## config.mk

```make
export PLATFORM = sky130hd
export DESIGN_NAME = one_hot_encoder_stream
export DESIGN_NICKNAME = d
export VERILOG_FILES = /design/src/rtl/one_hot_encoder_stream.sv
export SDC_FILE = /design/constraint.sdc
export NUM_CORES = 1
export LEC_CHECK = 0
export CELL_PAD_IN_SITES_DETAIL_PLACEMENT = 0
export CELL_PAD_IN_SITES_GLOBAL_PLACEMENT = 2
export CORE_MARGIN = 4
export CORE_UTILIZATION = 26
export CTS_CLUSTER_DIAMETER = 50
export CTS_CLUSTER_SIZE = 10
export DETAILED_ROUTE_END_ITERATION = 10
export PLACE_DENSITY_LB_ADDON = 0.1
export SLEW_MARGIN = 0
export SYNTH_ARGS = -nofsm -noshare
export SYNTH_HDL_FRONTEND = slang
export SYNTH_SLANG_ARGS = --single-unit
export TNS_END_PERCENT = 1
```

## constraint.sdc

```tcl
create_clock -name clk -period 2 [get_ports clk]
set_clock_uncertainty 0.2 [all_clocks]
set_input_delay 0.4 -clock clk [delete_from_list [all_inputs] [get_ports clk]]
set_output_delay 0.4 -clock clk [all_outputs]
set_load 0.05 [all_outputs]
```

## src/rtl/one_hot_encoder_stream.sv

```systemverilog
// one_hot_encoder_stream: streaming one-hot to binary encoder with a
// 2-entry output buffer and a saturating malformed-word counter.
//
// Ports:
//   clk, rst            rising-edge clock, synchronous active-high reset
//   in_valid/in_ready   upstream handshake, in_onehot is the N-bit word
//   out_valid/out_ready downstream handshake for the buffer head
//   out_code, out_err   binary index and malformed flag of the head entry
//   err_count, clr_err  saturating malformed-word count and its clear
module one_hot_encoder_stream #(
  parameter int N         = 8,
  parameter int W         = 3,
  parameter int ERR_CNT_W = 8
) (
  input  logic                 clk,
  input  logic                 rst,
  input  logic                 in_valid,
  output logic                 in_ready,
  input  logic [N-1:0]         in_onehot,
  output logic                 out_valid,
  input  logic                 out_ready,
  output logic [W-1:0]         out_code,
  output logic                 out_err,
  output logic [ERR_CNT_W-1:0] err_count,
  input  logic                 clr_err
);

  localparam logic [1:0] EMPTY = 2'd0;
  localparam logic [1:0] ONE   = 2'd1;
  localparam logic [1:0] FULL  = 2'd2;

  logic [1:0]   state;
  logic [W-1:0] head_code;
  logic [W-1:0] tail_code;
  logic         head_err;
  logic         tail_err;
  logic         push;
  logic         pop;
  logic [W-1:0] enc_code;
  logic         enc_err;

  // in_ready looks only at registered occupancy, never at out_ready.
  assign in_ready  = !rst && (state != FULL);
  assign out_valid = (state != EMPTY);
  assign push      = in_valid && in_ready;
  assign pop       = out_valid && out_ready;

  // Scan from the top down so the lowest set bit wins on multi-hot words.
  always_comb begin
    enc_code = '0;
    for (int i = N - 1; i >= 0; i--) begin
      if (in_onehot[i]) enc_code = W'(i);
    end
  end

  // x & (x-1) is nonzero exactly when more than one bit is set.
  assign enc_err = (in_onehot == '0) ||
                   ((in_onehot & (in_onehot - N'(1))) != '0);

  always_ff @(posedge clk) begin
    if (rst) begin
      state     <= EMPTY;
      head_code <= '0;
      head_err  <= 1'b0;
      tail_code <= '0;
      tail_err  <= 1'b0;
    end else begin
      unique case (state)
        EMPTY: begin
          if (push) begin
            head_code <= enc_code;
            head_err  <= enc_err;
            state     <= ONE;
          end
        end
        ONE: begin
          if (push && pop) begin
            head_code <= enc_code;
            head_err  <= enc_err;
          end else if (push) begin
            tail_code <= enc_code;
            tail_err  <= enc_err;
            state     <= FULL;
          end else if (pop) begin
            state <= EMPTY;
          end
        end
        FULL: begin
          if (pop) begin
            head_code <= tail_code;
            head_err  <= tail_err;
            state     <= ONE;
          end
        end
        default: state <= EMPTY;
      endcase
    end
  end

  always_ff @(posedge clk) begin
    if (rst || clr_err) begin
      err_count <= '0;
    end else if (push && enc_err && (err_count != '1)) begin
      err_count <= err_count + 1'b1;
    end
  end

  // Stale head contents are masked so an empty buffer always reads as zero.
  assign out_code = out_valid ? head_code : '0;
  assign out_err  = out_valid ? head_err  : 1'b0;

endmodule

```

# Word-level counts from Yosys, hierarchy flattened

Index checks and enable logic that the tools add are counted.

Register bits: 18
Bits of input ports: 13
Logic and storage cells: 60

$add $sub $neg: 2
Equal/unequal tests: 9
Mux-type cells: 24
Bitwise logic cells: 2
Reduce and logical (&&, ||, !) cells: 17

Operators by type and width:

| cell                                                                | count |
|---|---|
| 3-bit two-way mux                                                   | 12 |
| 2-bit two-way mux                                                   | 5 |
| 2-bit inequality test (second input constant)                       | 5 |
| 3-bit one-hot mux with 3 select lines                               | 1 |
| 8-bit by 1-bit adder with 8-bit output (second input constant)      | 1 |
| 8-bit AND                                                           | 1 |
| 8-bit zero test                                                     | 1 |
| 8-bit inequality test (second input constant)                       | 1 |
| 4-bit AND reduction                                                 | 2 |
| 8-bit nonzero test                                                  | 1 |
| 8-bit by 1-bit subtractor with 8-bit output (second input constant) | 1 |
| 1-bit logical AND                                                   | 6 |
| 2-bit one-hot mux with 3 select lines                               | 1 |
| 1-bit two-way mux                                                   | 4 |
| 3-bit inequality test (second input constant)                       | 1 |
| 1-bit one-hot mux with 3 select lines                               | 1 |
| 3-bit AND reduction                                                 | 1 |
| 3-bit nonzero test                                                  | 1 |
| 2-bit by 1-bit == test with 1-bit output (second input constant)    | 1 |
| 2-bit == test (second input constant)                               | 1 |
| 2-bit zero test                                                     | 1 |
| 1-bit logical OR                                                    | 2 |
| 2-bit nonzero test                                                  | 1 |
| 1-bit zero test                                                     | 1 |
| 1-bit inverter                                                      | 1 |

# Logic depth before layout (Yosys ltp)

Word-level depth: 10
Depth in mapped cells: 7
Mapped depth without buffers: 6

# Least setup slack after synthesis

No wires, ideal clock.

Path type: register to register
Start: register err_count[0]
End: register err_count[4]
Setup time: 0.072 ns
Arrival: 1.980 ns
Path slack: -0.252 ns
Cell stages (with the launch flop): 8
Period minus slack after synthesis: 2.252 ns
Cell sequence: dfxtp_1 > ha_1 > and3_1 > a311oi_4 > buf_4 > nand3_1 > o21ai_1 > mux2i_1

Cells in the longest elaborated chain, start to end: 2

RTL lines:

| what                                                                           | RTL line | RTL |
|---|---|---|
| start: declaration                                                             | 24       | `output logic [ERR_CNT_W-1:0] err_count,` |
| start signal: assignment                                                       | 104      | `err_count <= err_count + 1'b1;` |
| branches (longest 2 deep; another with 8-bit by 1-bit adder with 8-bit output) | n/a      |  |

Several ways; the timed one is not identified.
A chain may end at the register's enable or synchronous reset.

# Final worst setup path

Start: register err_count[1]
End: register err_count[3]

The elaborated chain is that of the path after synthesis.

==> flow_summary.yaml <==
yosys:
  synth-xor-area-share: 0
  synthAdderAreaFrac: 0.01029
  synthMuxAreaShare: 0.08230
  yosysTopAreaCellShare: 0.2963
  synth_top_family_by_area: "simple AND/OR/NAND/NOR gates"
  synth_simple_gate_area_frac: 0.3930
  yosys_warnings: 0
  synth-seq-area-share: 0.2963
  synth_area_leader_cell: "dfxtp_1"
  yosysMostFrequentCell: "nand2_1"
  async_flop_share: 0
  synth_nets: 164
  synth_edf_count: 0
  synth_compound_area_frac: 0.1842
  syn_area_per_cell_um2: 8.108
  synth_common_cells: "nand2_1, dfxtp_1, nor2_1"
  syn_inst: 150
  ys.flop_type: "dfxtp_1"
  ys_top_cells_by_area: "dfxtp_1, mux2i_1, nand2_1"
  syn_area_um2: 1216
  synth_seq_cells: 18
  synth_cell_type_count: 43
sta:
  whs_ns: 0.2771
  rsz0062_at_grt: "true"
  setup_viol: 1
  maxSlewViolCount: 0
  hold_viol: 0
  relSlewSlack: 0.7708
  fin_ws_ns: -0.01740
  min_period_over_period: 1.009
  tightestPinTransition_ns: 0.3438
  period_needed_ns: 2.017
  fmax_mhz: 495.7
status:
  status: "complete, but fails checks"
  failed_checks: "setup timing"
placement:
  dp_cells: 249
  globalplace.congestion: 0.8208
  portBuffers: 26
  dp_slack_ns: -0.3766
  dpl.hpwl_um: 2515
clocking:
  path_clk_slew_ns: 0.08
  cts_max_level: 1
  root_buffer: "clkbuf_8"
  cts_buffers: 3
  clkLatencyLatePin_ns: 0.26
  cts.sinks: 18
  cts-hold-fix-buffers: 0
  cts_tree: "done"
  cts_buffer_depth: 2
pwr:
  seq_power_share: 0.423
  p_comb_frac: 0.265
  switching_share: 0.2977
  p_switching_uw: 265.2
  clkPwrFrac: 0.312
  vdd_drop_max_mv: 0.1624
  p_per_area_nw_per_um2: 471.5
  p_leak_nw: 0.7241
  intPower_uw: 625.6
worst_setup_path:
  start_kind: "flip-flop"
  crit_path_max_fanout: 4
  crit_arrival_ns: 2.02
  path_cells: "ha_4 -> and3_4 -> a311oi_4 -> buf_4 -> nand3_1 -> o21ai_1 -> mux2i_1"
  crit_path_end_kind: "flip-flop"
  path_class: "flip-flop to flip-flop"
  worst_path_max_delay_cell: "a311oi_4"
  crit_path_max_incr_delay_ns: 0.39
  crit_required_ns: 2.00
global_route:
  grt_pass1_wl_um: 5678
  antenna_found_initial: 0
  grt_max_degree: 20
  grt_overflow: 0
  grt_pass1_vias: 1258
  grt_use_total: 0.1173
die:
  rows: 24
  die_w_um: 76.39
  start_util: 0.2736
  die_h_um: 76.39
  ios: 27
  dieArea_um2: 5835
  core-area_um2: 4444
worst_hold_path:
  hold_class: "flip-flop to flip-flop"
drt:
  routed_wl_um: 3298
  ant_nets: 0
  wl_per_cell_um: 12.98
  drc: 0
  wl_met2_um: 1615
  vias: 1247
  routed.top_layer: "met4"
  initialDrtViolationCount: 54
  dr.pass1.iters: 4
  drt-met1-wl_um: 1567
  met3_length_um: 96
  viasPerCell: 4.909
finish:
  n_antenna_cell: 0
  ff_latch_area_um2: 369.1
  syn_to_final_growth_pct: 55.35
  final.fill_count: 459
  stdcell_count: 254
  nets: 217
  multi_input_area_um2: 902.1
  layout-drive-gt1-share: 0.3515
flow_run:
  maxCapViolCount: 0
## cell type report
class,instances,share of cell area
multi-input cells,125,0.4775
clock buffers,4,0.02384
flip-flops and latches,18,0.1954
well taps,52,0.03444
repair buffers,52,0.2629
inverters,3,0.005960
## sequential cells by signal (all words and copies together), names as in the netlist
register   cells
err_count      8
head_code      3
tail_err       1
tail_code      3
state          2
head_err       1
## what timing repair did
action,in CTS,in global routing
pin swaps,7,3
gates cloned,0,0
setup endpoints to repair,10,19
resized for setup,11,15
buffers inserted,0,1
## critical path, delay by kind of cell, from the launching register on
kind	cells	cell delay, ns
AO/OA/AOI/OAI	2	0.58
flip-flops	1	0.37
AND/OR/NAND/NOR	2	0.26
multiplexers	1	0.20
buffers and inverters	1	0.19
adder cells (fa/ha/maj)	1	0.16
## cell usage in the layout (no fill, tap or decap), types with 2 or more instances in the layout
cell | synthesis | layout
a211oi_1 | 4 | 4
a21oi_1 | 4 | 4
a311oi_1 | 3 | 3
and3_1 | 6 | 5
buf_12 | 0 | 6
buf_4 | 1 | 33
clkbuf_8 | 1 | 3
clkdlybuf4s50_1 | 0 | 7
dfxtp_1 | 18 | 15
dfxtp_4 | 0 | 2
dlygate4sd2_1 | 0 | 4
inv_1 | 3 | 3
mux2i_1 | 10 | 10
nand2_1 | 19 | 17
nand2_4 | 0 | 2
nand2b_1 | 4 | 4
nand3_1 | 12 | 11
nand3b_1 | 2 | 2
nand4b_1 | 2 | 2
nor2_1 | 15 | 13
nor2_2 | 1 | 3
nor2b_1 | 7 | 6
nor3_2 | 1 | 2
nor4b_2 | 0 | 2
o211ai_1 | 2 | 2
o21ai_1 | 5 | 2
o21ai_2 | 1 | 3
or3_1 | 6 | 6
## metrics by stage
stage / utilization / setup TNS (ns) / instance area [um2] / power [mW]
6_report: 0.4251 / -0.01740 / 1889 / 0.8909
5_1_grt: 0.4251 / -0.4509 / 1889 / 0.9433
3_3_place_gp: 0.3941 / -3.829 / 1752 / 0.6090
3_5_place_dp: 0.3941 / -4.040 / 1752 / 0.6135
4_1_cts: 0.4105 / 0 / 1824 / 0.8977
2_1_floorplan: - / 0 / 1232 / 0.4960
## power by group through the flow
stage | logic, mW | clock network (mW) | registers, mW
4_1_cts | 0.232 | 0.291 | 0.375
2_1_floorplan | 0.109 | 0 | 0.387
3_3_place_gp | 0.226 | 0 | 0.383
3_5_place_dp | 0.230 | 0 | 0.384
5_1_grt | 0.255 | 0.310 | 0.379
6_report | 0.236 | 0.278 | 0.377
## path summary, 6_finish.rpt
check                                          startpoint                         to  slack, ns  cells past startpoint
worst max-delay path            err_count[1]$_SDFFE_PP0P_  err_count[3]$_SDFFE_PP0P_      -0.02                      7
worst min-delay path            tail_code[0]$_SDFFE_PP0P_  tail_code[0]$_SDFFE_PP0P_       0.28                      2
worst max register to register  err_count[1]$_SDFFE_PP0P_  err_count[3]$_SDFFE_PP0P_      -0.02                      7
worst min register to register  tail_code[0]$_SDFFE_PP0P_  tail_code[0]$_SDFFE_PP0P_       0.28                      2
## kinds of logic after synthesis
kind of cell / count (synthesis)
fa+ha+maj: 1
simple gates: 86
mux: 10
flops: 18
compound gates: 28
buf+inv: 7
## per-layer routing
metal / track usage / vias up
met5: 0 / -
met4: 0.03804 / 0
met3: 0.03191 / 2
met2: 0.2056 / 16
met1: 0.1375 / 574
li1: - / 655
(Power assumes the default switching activity.)
